$ cat config.mk
export PLATFORM = sky130hd
export DESIGN_NAME = alu_mul_sequencer
export DESIGN_NICKNAME = d
export VERILOG_FILES = /design/src/rtl/alu_mul_sequencer_pkg.sv /design/src/rtl/alu_mul_sequencer_datapath.sv /design/src/rtl/alu_mul_sequencer.sv
export SDC_FILE = /design/constraint.sdc
export NUM_CORES = 1
export LEC_CHECK = 0
export BUFFER_PORTS_ARGS = -buffer_cell sky130_fd_sc_hd__buf_4
export CORE_AREA = 5 5 152 154
export CTS_BUF_LIST = sky130_fd_sc_hd__clkbuf_8 sky130_fd_sc_hd__clkbuf_16
export DETAILED_ROUTE_END_ITERATION = 10
export DIE_AREA = 0 0 157 159
export PLACE_DENSITY = 0.5
export SLEW_MARGIN = 20
export SYNTH_ARGS = -nofsm -noshare
export SYNTH_HDL_FRONTEND = slang
export SYNTH_HIERARCHICAL = 1
export SYNTH_SLANG_ARGS = --single-unit
$ cat constraint.sdc
create_clock -name Clock -period 4.2 [get_ports Clock]
set_input_delay 0.84 -clock Clock [delete_from_list [all_inputs] [get_ports Clock]]
set_output_delay 0.84 -clock Clock [all_outputs]
set_load 0.005 [all_outputs]
$ cat src/rtl/alu_mul_sequencer_pkg.sv
// Shared definitions for the SMUL multi-cycle sequencer: opcode, FSM encodings, default width.
package alu_mul_sequencer_pkg;

    localparam int unsigned MUL_WIDTH = 16;
    localparam int unsigned OPCODE_W  = 6;

    localparam logic [OPCODE_W-1:0] SMUL = 6'h1C;

    localparam logic [1:0] MUL_IDLE = 2'd0;
    localparam logic [1:0] MUL_BUSY = 2'd1;
    localparam logic [1:0] MUL_DONE = 2'd2;

    function automatic logic isSmul(input logic [OPCODE_W-1:0] opcode);
        return opcode == SMUL;
    endfunction

endpackage

$ cat src/rtl/alu_mul_sequencer_datapath.sv
// Radix-2 shift-add datapath: operand shift registers, accumulator and iteration counter.
module mul_shift_add_datapath #(
    parameter int unsigned WIDTH = 16
) (
    input  logic               Clock,
    input  logic               Reset,
    input  logic               load,
    input  logic               step,
    input  logic [WIDTH-1:0]   operandA,
    input  logic [WIDTH-1:0]   operandB,
    output logic [2*WIDTH-1:0] accNext_c,
    output logic               last_c
);

    localparam int unsigned PW    = 2 * WIDTH;
    localparam int unsigned CNT_W = $clog2(WIDTH) + 1;

    logic [PW-1:0]    multiplicand;
    logic [PW-1:0]    acc;
    logic [WIDTH-1:0] multiplier;
    logic [CNT_W-1:0] count;

    // Product of two WIDTH-bit values fits in PW bits, so this add never carries out.
    assign accNext_c = multiplier[0] ? acc + multiplicand : acc;
    assign last_c    = count == CNT_W'(WIDTH - 1);

    always_ff @(posedge Clock) begin
        if (Reset) begin
            multiplicand <= '0;
            multiplier   <= '0;
            acc          <= '0;
            count        <= '0;
        end else if (load) begin
            multiplicand <= PW'(operandA);
            multiplier   <= operandB;
            acc          <= '0;
            count        <= '0;
        end else if (step) begin
            acc          <= accNext_c;
            multiplicand <= multiplicand << 1;
            multiplier   <= multiplier >> 1;
            count        <= count + CNT_W'(1);
        end
    end

endmodule

$ cat src/rtl/alu_mul_sequencer.sv
// SMUL controller: stalls the front end for WIDTH+1 cycles, then strobes the product into data RAM.
module alu_mul_sequencer
    import alu_mul_sequencer_pkg::*;
#(
    parameter int unsigned WIDTH = MUL_WIDTH
) (
    input  logic             Clock,
    input  logic             Reset,
    input  logic             iStart,
    input  logic             iFlush,
    input  logic [WIDTH-1:0] iOperandA,
    input  logic [WIDTH-1:0] iOperandB,
    output logic             oStall,
    output logic             oWriteEnable,
    output logic [WIDTH-1:0] oResult,
    output logic             oOverflow,
    output logic             oBusy
);

    localparam int unsigned PW = 2 * WIDTH;

    logic [1:0]    state;
    logic [1:0]    nextState;
    logic          load;
    logic          step;
    logic          captureResult;
    logic          last;
    logic [PW-1:0] accNext;

    mul_shift_add_datapath #(
        .WIDTH(WIDTH)
    ) uDatapath (
        .Clock    (Clock),
        .Reset    (Reset),
        .load     (load),
        .step     (step),
        .operandA (iOperandA),
        .operandB (iOperandB),
        .accNext_c(accNext),
        .last_c   (last)
    );

    always_ff @(posedge Clock) begin
        if (Reset) begin
            state <= MUL_IDLE;
        end else begin
            state <= nextState;
        end
    end

    // Stall and write strobe are combinational so decode sees them in the same cycle; reset masks them.
    always_comb begin
        nextState     = state;
        load          = 1'b0;
        step          = 1'b0;
        captureResult = 1'b0;
        oStall        = 1'b0;
        oWriteEnable  = 1'b0;
        if (!Reset) begin
            case (state)
                MUL_BUSY: begin
                    if (iFlush) begin
                        nextState = MUL_IDLE;
                    end else begin
                        step   = 1'b1;
                        oStall = 1'b1;
                        if (last) begin
                            nextState     = MUL_DONE;
                            captureResult = 1'b1;
                        end
                    end
                end
                MUL_DONE: begin
                    nextState    = MUL_IDLE;
                    oWriteEnable = !iFlush;
                end
                default: begin
                    // Unused encoding 2'd3 behaves as idle.
                    if (iStart && !iFlush) begin
                        load      = 1'b1;
                        oStall    = 1'b1;
                        nextState = MUL_BUSY;
                    end
                end
            endcase
        end
    end

    always_ff @(posedge Clock) begin
        if (Reset) begin
            oResult   <= '0;
            oOverflow <= 1'b0;
        end else if (captureResult) begin
            oResult   <= accNext[WIDTH-1:0];
            oOverflow <= |accNext[PW-1:WIDTH];
        end
    end

    assign oBusy = state != MUL_IDLE;

endmodule

# [Word level (Yosys, flattened, before mapping)]
# Index checks and enable logic that the tools add are counted.
# Widths: inputs -> output; s select.
[totals] out_inout_bits=20 reg_bits=104 word_cells=46 in_bits=36
[op_classes] eq_ne=4 reduce_logical=9 add_sub_neg=2 mux=23
[op_table] cell="$mux 16" n=4
[op_table] cell="$add 32x32->32" n=1
[op_table] cell="$mux 32" n=1
[op_table] cell="$reduce_or 16->1" n=1
[op_table] cell="$mux 1" n=13
[op_table] cell="$mux 2" n=3
[op_table] cell="$add 5x1->5 const B" n=1
[op_table] cell="$eq 5x4->1 const B" n=1
[op_table] cell="$pmux 2 s2" n=1
[op_table] cell="$reduce_bool 2->1" n=2
[op_table] cell="$reduce_or 2->1" n=2
[op_table] cell="$ne 3x3->1 const B" n=1
[op_table] cell="$reduce_bool 3->1" n=1
[op_table] cell="$eq 2x1->1 const B" n=1
[op_table] cell="$eq 2x2->1 const B" n=1
[op_table] cell="$pmux 1 s2" n=1
[op_table] cell="$reduce_and 2->1" n=1
[op_table] cell="$logic_and 1x1->1" n=1
[op_table] cell="$logic_not 1->1" n=1

# [Longest topological paths before layout]
# Gate-level depths: netlist of run 1.
[depth] ltp_word=6 ltp_mapped=13 depth_no_buf=13

# [Hierarchy]
# Netlist of run 1, hierarchy kept.
[by_module_without_submodules] module="mul_shift_add_datapath" cells_each=665 seq_area_each_um2=1701.6 area_per_inst_um2=5495.3 instances=1
[by_module_without_submodules] module="alu_mul_sequencer" cells_each=102 seq_area_each_um2=380.4 area_per_inst_um2=860.8 instances=1

# [Least setup slack after synthesis of run 1]
# Ideal clock, no wire load.
[synth_timing] kind="flip-flop to flip-flop" from="reg uDatapath.multiplicand[0]" to="reg oOverflow" t_arrival_ps=2847 stages_incl_launch_ff=14 setup_ps=114 period_less_slack_ps=2961 t_required_ps=4086 n_path_buf=0 slack_ps=1239 cell_sequence="dfxtp_1 -> ha_1 -> fa_1 -> a21oi_1 -> o311ai_2 -> nand2_1 -> a31oi_2 -> o41ai_2 -> o21ai_2 -> xor2_1 -> mux2_2 -> nor4_1 -> nand4_1 -> a21o_1"
[synth_between] elab_chain_cells=3
[synth_lines] item="start: declaration" line_no="alu_mul_sequencer_datapath.sv:18" rtl="logic [PW-1:0] multiplicand;"
[synth_lines] item="start signal: assignment" line_no="alu_mul_sequencer_datapath.sv:34" rtl="multiplicand <= PW'(operandA);"
[synth_lines] item="start signal: assignment" line_no="alu_mul_sequencer_datapath.sv:40" rtl="multiplicand <= multiplicand << 1;"
[synth_lines] item="$add 32x32->32" line_no="alu_mul_sequencer_datapath.sv:24" rtl="assign accNext_c = multiplier[0] ? acc + multiplicand : acc;"
[synth_lines] item="$mux 32" line_no="alu_mul_sequencer_datapath.sv:24"
[synth_lines] item="named net accNext[28]" line_no="alu_mul_sequencer.sv:28" rtl="logic [PW-1:0] accNext;"
[synth_lines] item="$reduce_or 16->1" line_no="alu_mul_sequencer.sv:95" rtl="oOverflow <= |accNext[PW-1:WIDTH];"
[synth_lines] item="end signal: assignment" line_no="alu_mul_sequencer.sv:95"
[synth_lines] item="end: declaration" line_no="alu_mul_sequencer.sv:16" rtl="output logic oOverflow,"
# The timed path passes the listed nets, and every way through them passes these cells.
# A chain may end at the register's enable or synchronous reset.

# [Final worst setup path of run 1]
# Same ends and word-level chain as after synthesis.

==> run summary, run 1 <==
status: completed
critical-path maximum fanout: 4
Die Y: 159 µm
final layout net count: 868
Std-Cell Rows: 54
unrepaired setup endpoints after global routing: false
Slew HR: 41.7%
Synth top cells by count: nor2_1, dfxtp_1, a21oi_1, mux2i_1, nand2_1
Synth cell types: 71
required time worst endpoint: 4.45 ns
Pleak: 3.01 nW
width of the die: 157 µm
slowest stage delay, CP: 0.42 ns
Max Root-Sink Buffers: 2
critical path's slowest cell: fa_1
Final setup viols: 0
Final Hold Viols: 0
first-pass detailed-route iteration total: 5
final cell count without fillers: 1080
dpl hpwl: 11700 µm
total negative slack: 0 ns
fillcell total: 2231
Wirelength per Cell: 14.9 µm
Critical Setup Path Class: flop to flop
number of global-route vias before repair: 5196
Starting Density: 29.5%
# DRC: 0
CP cell instances: ha_1, fa_1, a21oi_1, o311ai_2, nand2_1, a31oi_2, o41ai_2, o21ai_2, xor2_1, mux2_2, nor4_1, nand4_1, a21o_1
htree depth: 3
# diodes: 0
core box area: 21600 µm²
ys flop type: dfxtp_1
post-placement cell area: 7000 µm²
fin util: 33.8%
clk_skew: 0.00801 ns
Worst setup SP type: flop
Reg clk slew, reported paths: 0.07 ns
maxcap violations: 0
Slew Limit Fails: 0
I/O Buffers: 55
Routability Congestion: 0.838
via/cell ratio: 4.97
worst skew pair latency: 0.36 ns
placed cell count: 1064
synth-to-layout area growth: 14.8%
highest clock rate: 286 MHz
clk sinks: 104
die area: 25000 µm²
hold-fix buffers at CTS: 0
Num CTS Buffers: 9
Post-synth EDFFs: 0
Post-CTS Setup Bufs: 0
Synth area leaders: dfxtp_1, mux2i_1, nor2_1
Yosys top cell area share: 32.8%
post-route cell area: 7290 µm²
Mapped Area: 6360 µm²
global route overflow: 0
Vias: 5368
Root Buffer: clkbuf_16
layout cells sized above 1: 15.1%
DR iter-0 viols: 249
largest net degree at the start of global routing: 67
Power Dens Cells: 296 nW/µm²
Syn Inst Count: 767
Pwr Total: 2.16 mW
syn_nets: 840
Peak VDD IR: 0.161 mV
Routed Antenna Nets: 0
Period minus WS final: 3.50 ns
routed wire length: 16100 µm
Hold Crit Class: flop to flop
GRT Total Usage: 12.9%
initial antenna violation count: 0
Async SR Flop Fraction: 0%
Syn. warnings: 6
flops & latches, synth: 104
most instantiated library cell after synthesis: nor2_1
Syn Area/Cell: 8.29 µm²
Worst Max-Slew Pin Slew: 0.873 ns
crit path DAT: 3.75 ns
post-synthesis sequential area ratio: 32.8%
I/O pins: 56
post-route clock period utilization: 83.3%
Crit. End Element: flop
post-synthesis cell type with the largest combined area: dfxtp_1
TritonCTS clock tree: built
post-CTS resize count: 0
first-pass GRT wire length: 26600 µm
## registers in the layout, summed over array words and instances, names as in the netlist
signal / count
uDatapath/count: 5
uDatapath/multiplicand: 32
oResult: 16
uDatapath/multiplier: 16
oOverflow: 1
uDatapath/acc: 32
state: 2
## kinds of logic (layout without fill, tap and decap cells)
| family | Yosys count | in the layout | synth area share [%] |
|---|---|---|---|
| compound gates | 181 | 181 | 18.9 |
| mux | 85 | 85 | 13.8 |
| xor+xnor | 29 | 29 | 4.00 |
| simple gates | 269 | 269 | 19.0 |
| fa+ha+maj | 37 | 37 | 7.40 |
| buf+inv | 62 | 95 | 4.11 |
| flops | 104 | 104 | 32.8 |
## power by group
part | switching, mW | leakage [nW] | total, mW | internal [mW]
registers | 0.0161 | 0.840 | 1.03 | 1.01
clock network | 0.397 | 0.144 | 0.861 | 0.464
logic | 0.154 | 2.03 | 0.274 | 0.120
total | 0.567 | 3.01 | 2.16 | 1.59
## per-layer routing
metal	share of wire (%)	GRT usage (%)	vias up	wire length [µm]
met4	2.6	5.13	0	421
met5	0	0	-	0
met2	47	21.5	94	7620
met1	47	16.8	2482	7490
li1	-	-	2769	-
met3	3.3	1.79	23	528
## stage by stage
stage | hold slack (ns) | worst slack [ns]
detailed placement | 0.468 | 0.698
CTS | 0.480 | 0.683
finish | 0.475 | 0.703
global route | 0.494 | 0.473
floorplan | 0.448 | 1.24
global placement | 0.466 | 0.746
## cells in the final DEF, fill, tap and decap left out, drive strengths merged, types with 3 or more instances in the layout
master,Yosys,final
and3,4,4
nand3,13,13
or3,3,3
o21a,4,4
nand2b,21,21
inv,16,19
a311o,3,3
nand4,10,10
nor3,10,10
o21bai,6,6
nor4,5,5
mux2,23,23
and2,3,3
a21oi,74,74
a31oi,4,4
or2,4,4
nor2,126,126
xor2,13,13
o41ai,3,3
o21ai,32,32
a21o,19,19
mux2i,62,62
ha,36,36
xnor2,16,16
nand2,60,60
dfxtp,104,104
buf,18,62
nor3b,3,3
clkbuf,27,9
a211oi,10,10
## layout make-up
class	instances	area [µm²]	area share, %
clock buffer	9	225	3.09
timing repair buffer	62	465	6.38
tap	280	350	4.80
sequential	104	2080	28.5
inverter	17	63.8	0.875
clock inverter	7	71.3	0.978
multi-input combinational	601	4040	55.3
## worst max-delay path, delay by kind of cell (launching register included)
family / cells / cell delay, ns
XOR/XNOR: 1 / 0.15
AND/OR/NAND/NOR: 3 / 0.66
adder cells (fa/ha/maj): 2 / 0.66
multiplexers: 1 / 0.27
flip-flops: 1 / 0.32
AO/OA/AOI/OAI: 6 / 1.34
## path summary, 6_finish.rpt
| path | startpoint | endpoint | slack, ns | depth (start not counted) |
|---|---|---|---|---|
| worst max-delay path | uDatapath/multiplicand[0] | oOverflow | 0.70 | 13 |
| worst min-delay path | uDatapath/acc[15] | uDatapath/acc[15] | 0.47 | 2 |
| worst max register to register | uDatapath/multiplicand[0] | oOverflow | 0.70 | 13 |
| worst min register to register | uDatapath/acc[15] | uDatapath/acc[15] | 0.47 | 2 |
Power figures use the tool's default switching activity.
==> inputs of run 2 (changes only) <==
==> constraint.sdc (replaced) <==
create_clock -name Clock -period 3.7 [get_ports Clock]
set_input_delay 0.74 -clock Clock [delete_from_list [all_inputs] [get_ports Clock]]
set_output_delay 0.74 -clock Clock [all_outputs]
set_load 0.005 [all_outputs]
==> run 2 against run 1 <==
Power increased by 12%. Clock-buffer cell count unchanged. Clock skew increased by 0.0021 ns. Sequential share of layout area decreased by 0.073 points. Non-clock buffer count increased by 4. Flip-flop and latch count unchanged. Register-to-register slack got worse by 0.35 ns. Die area unchanged. Design area increased by 0.26%. First-iteration DRC count increased by 2.8%. Worst hold slack got worse by 0.0024 ns. Critical endpoint unchanged. Largest cell class unchanged. Largest power group unchanged. Highest routed layer unchanged.
==> run summary, run 2 (synthesis gave the netlist of run 1 again) <==
status: completed
Post-CTS Setup Bufs: 0 (unchanged)
dpl hpwl: 11600 µm (-0.75%)
Final setup viols: 0 (unchanged)
TritonCTS clock tree: built
number of global-route vias before repair: 5137 (-1.1%)
clk_skew: 0.0101 ns (+0.00206 ns)
Routability Congestion: 0.837 (-0.13%)
Slew Limit Fails: 0 (unchanged)
largest net degree at the start of global routing: 66 (-1.5%)
Period minus WS final: 3.35 ns (-0.149 ns)
routed wire length: 16000 µm (-0.66%)
Starting Density: 29.5% (unchanged)
Pwr Total: 2.43 mW (+12%)
I/O pins: 56 (unchanged)
required time worst endpoint: 3.96 ns (-0.49 ns)
Peak VDD IR: 0.197 mV (+23%)
crit path DAT: 3.60 ns (-0.15 ns)
Routed Antenna Nets: 0 (unchanged)
synth-to-layout area growth: 15.1%
post-placement cell area: 7030 µm² (+0.43%)
clk sinks: 104 (unchanged)
first-pass detailed-route iteration total: 5 (unchanged)
Worst Max-Slew Pin Slew: 0.827 ns (-0.0464 ns)
Hold Crit Class: flop to flop
htree depth: 3 (unchanged)
Num CTS Buffers: 9 (unchanged)
Critical Setup Path Class: flop to flop
Largest regs: uDatapath/acc x32, uDatapath/multiplicand x32
Die Y: 159 µm (unchanged)
I/O Buffers: 55 (unchanged)
highest clock rate: 299 MHz (+4.4%)
core box area: 21600 µm² (unchanged)
Wirelength per Cell: 14.7 µm (-1.0%)
placed cell count: 1068 (+0.38%)
worst skew pair latency: 0.36 ns (about the same)
# DRC: 0 (unchanged)
Std-Cell Rows: 54 (unchanged)
Final Hold Viols: 0 (unchanged)
post-route cell area: 7310 µm² (+0.26%)
Setup WS pre-CTS: 0.363 ns (-0.335 ns)
Reg clk slew, reported paths: 0.08 ns (about the same)
fillcell total: 2241 (+0.45%)
Crit. End Element: flop
DR iter-0 viols: 256 (+2.8%)
post-route clock period utilization: 90.5% (+7.2 points)
critical-path maximum fanout: 4 (unchanged)
final layout net count: 872 (+0.46%)
Root Buffer: clkbuf_16
setup ws final: 0.352 ns (-0.351 ns)
maxcap violations: 0 (unchanged)
post-CTS resize count: 0 (unchanged)
Max Root-Sink Buffers: 2 (unchanged)
total negative slack: 0 ns (unchanged)
Vias: 5337 (-0.58%)
final cell count without fillers: 1084 (+0.37%)
Slew HR: 44.9% (+3.2 points)
global route overflow: 0 (unchanged)
initial antenna violation count: 0 (unchanged)
width of the die: 157 µm (unchanged)
Pleak: 3.03 nW (+0.59%)
hold-fix buffers at CTS: 0 (unchanged)
commonest non-fill, non-tap cells in the layout: nor2_1, dfxtp_1, a21oi_1
Power Dens Cells: 332 nW/µm² (+12%)
via/cell ratio: 4.92 (-0.94%)
layout cells sized above 1: 15.7% (+0.55 points)
die area: 25000 µm² (unchanged)
Worst setup SP type: flop
# diodes: 0 (unchanged)
commonest non-fill, non-tap cell in the layout: nor2_1
unrepaired setup endpoints after global routing: false
GRT Total Usage: 12.9% (-0.067 points)
first-pass GRT wire length: 26400 µm (-0.57%)
run 2: power by group:
group,total (mW),internal [mW],switching (mW)
logic,0.317,0.139,0.178
registers,1.16,1.15,0.0193
clock network,0.945,0.472,0.473
run 2: worst max-delay path, cell delays in order (launching register included):
cell and delay [ns]:
dfxtp_1 0.33, ha_1 0.25, fa_1 0.41, a21oi_1 0.27, o311ai_2 0.17, nand2_1 0.19
a31oi_2 0.15, o41ai_2 0.34, o21ai_2 0.14, xor2_1 0.15, mux2_2 0.27, nor4_1 0.25
nand4_1 0.12, a21o_1 0.19
run 2: area by class of cell:
type                            instances  area [µm²]  share of cell area [%]
Clock buffer                            9         225                    3.08
Clock inverter                          7        60.1                   0.821
Multi-Input combinational cell        601        4040                    55.2
Tap cell                              280         350                    4.79
Timing Repair Buffer                   66         495                    6.78
Sequential cell                       104        2080                    28.5
Inverter                               17        63.8                   0.873
run 2: stage by stage:
stage          hold slack [ns]  util [%]
6_report                 0.472      33.9
3_5_place_dp             0.466      32.6
3_3_place_gp             0.465      32.6
5_1_grt                  0.494      33.9
2_1_floorplan            0.448         -
4_1_cts                  0.480      33.9
run 2: final timing paths:
kind	start	end	slack [ns]	cells past startpoint
setup / recovery	uDatapath/multiplicand[0]	oOverflow	0.35	13
hold / removal	oResult[15]	oResult[15]	0.47	2
setup reg to reg	uDatapath/multiplicand[0]	oOverflow	0.35	13
hold reg to reg	oResult[15]	oResult[15]	0.47	2
run 2: per-layer routing:
metal	track usage, %	vias up	wire length (µm)
li1	-	2779	-
met1	17.0	2466	7580
met2	21.5	79	7670
met3	2.50	13	514
met4	3.16	0	190
met5	0	-	0
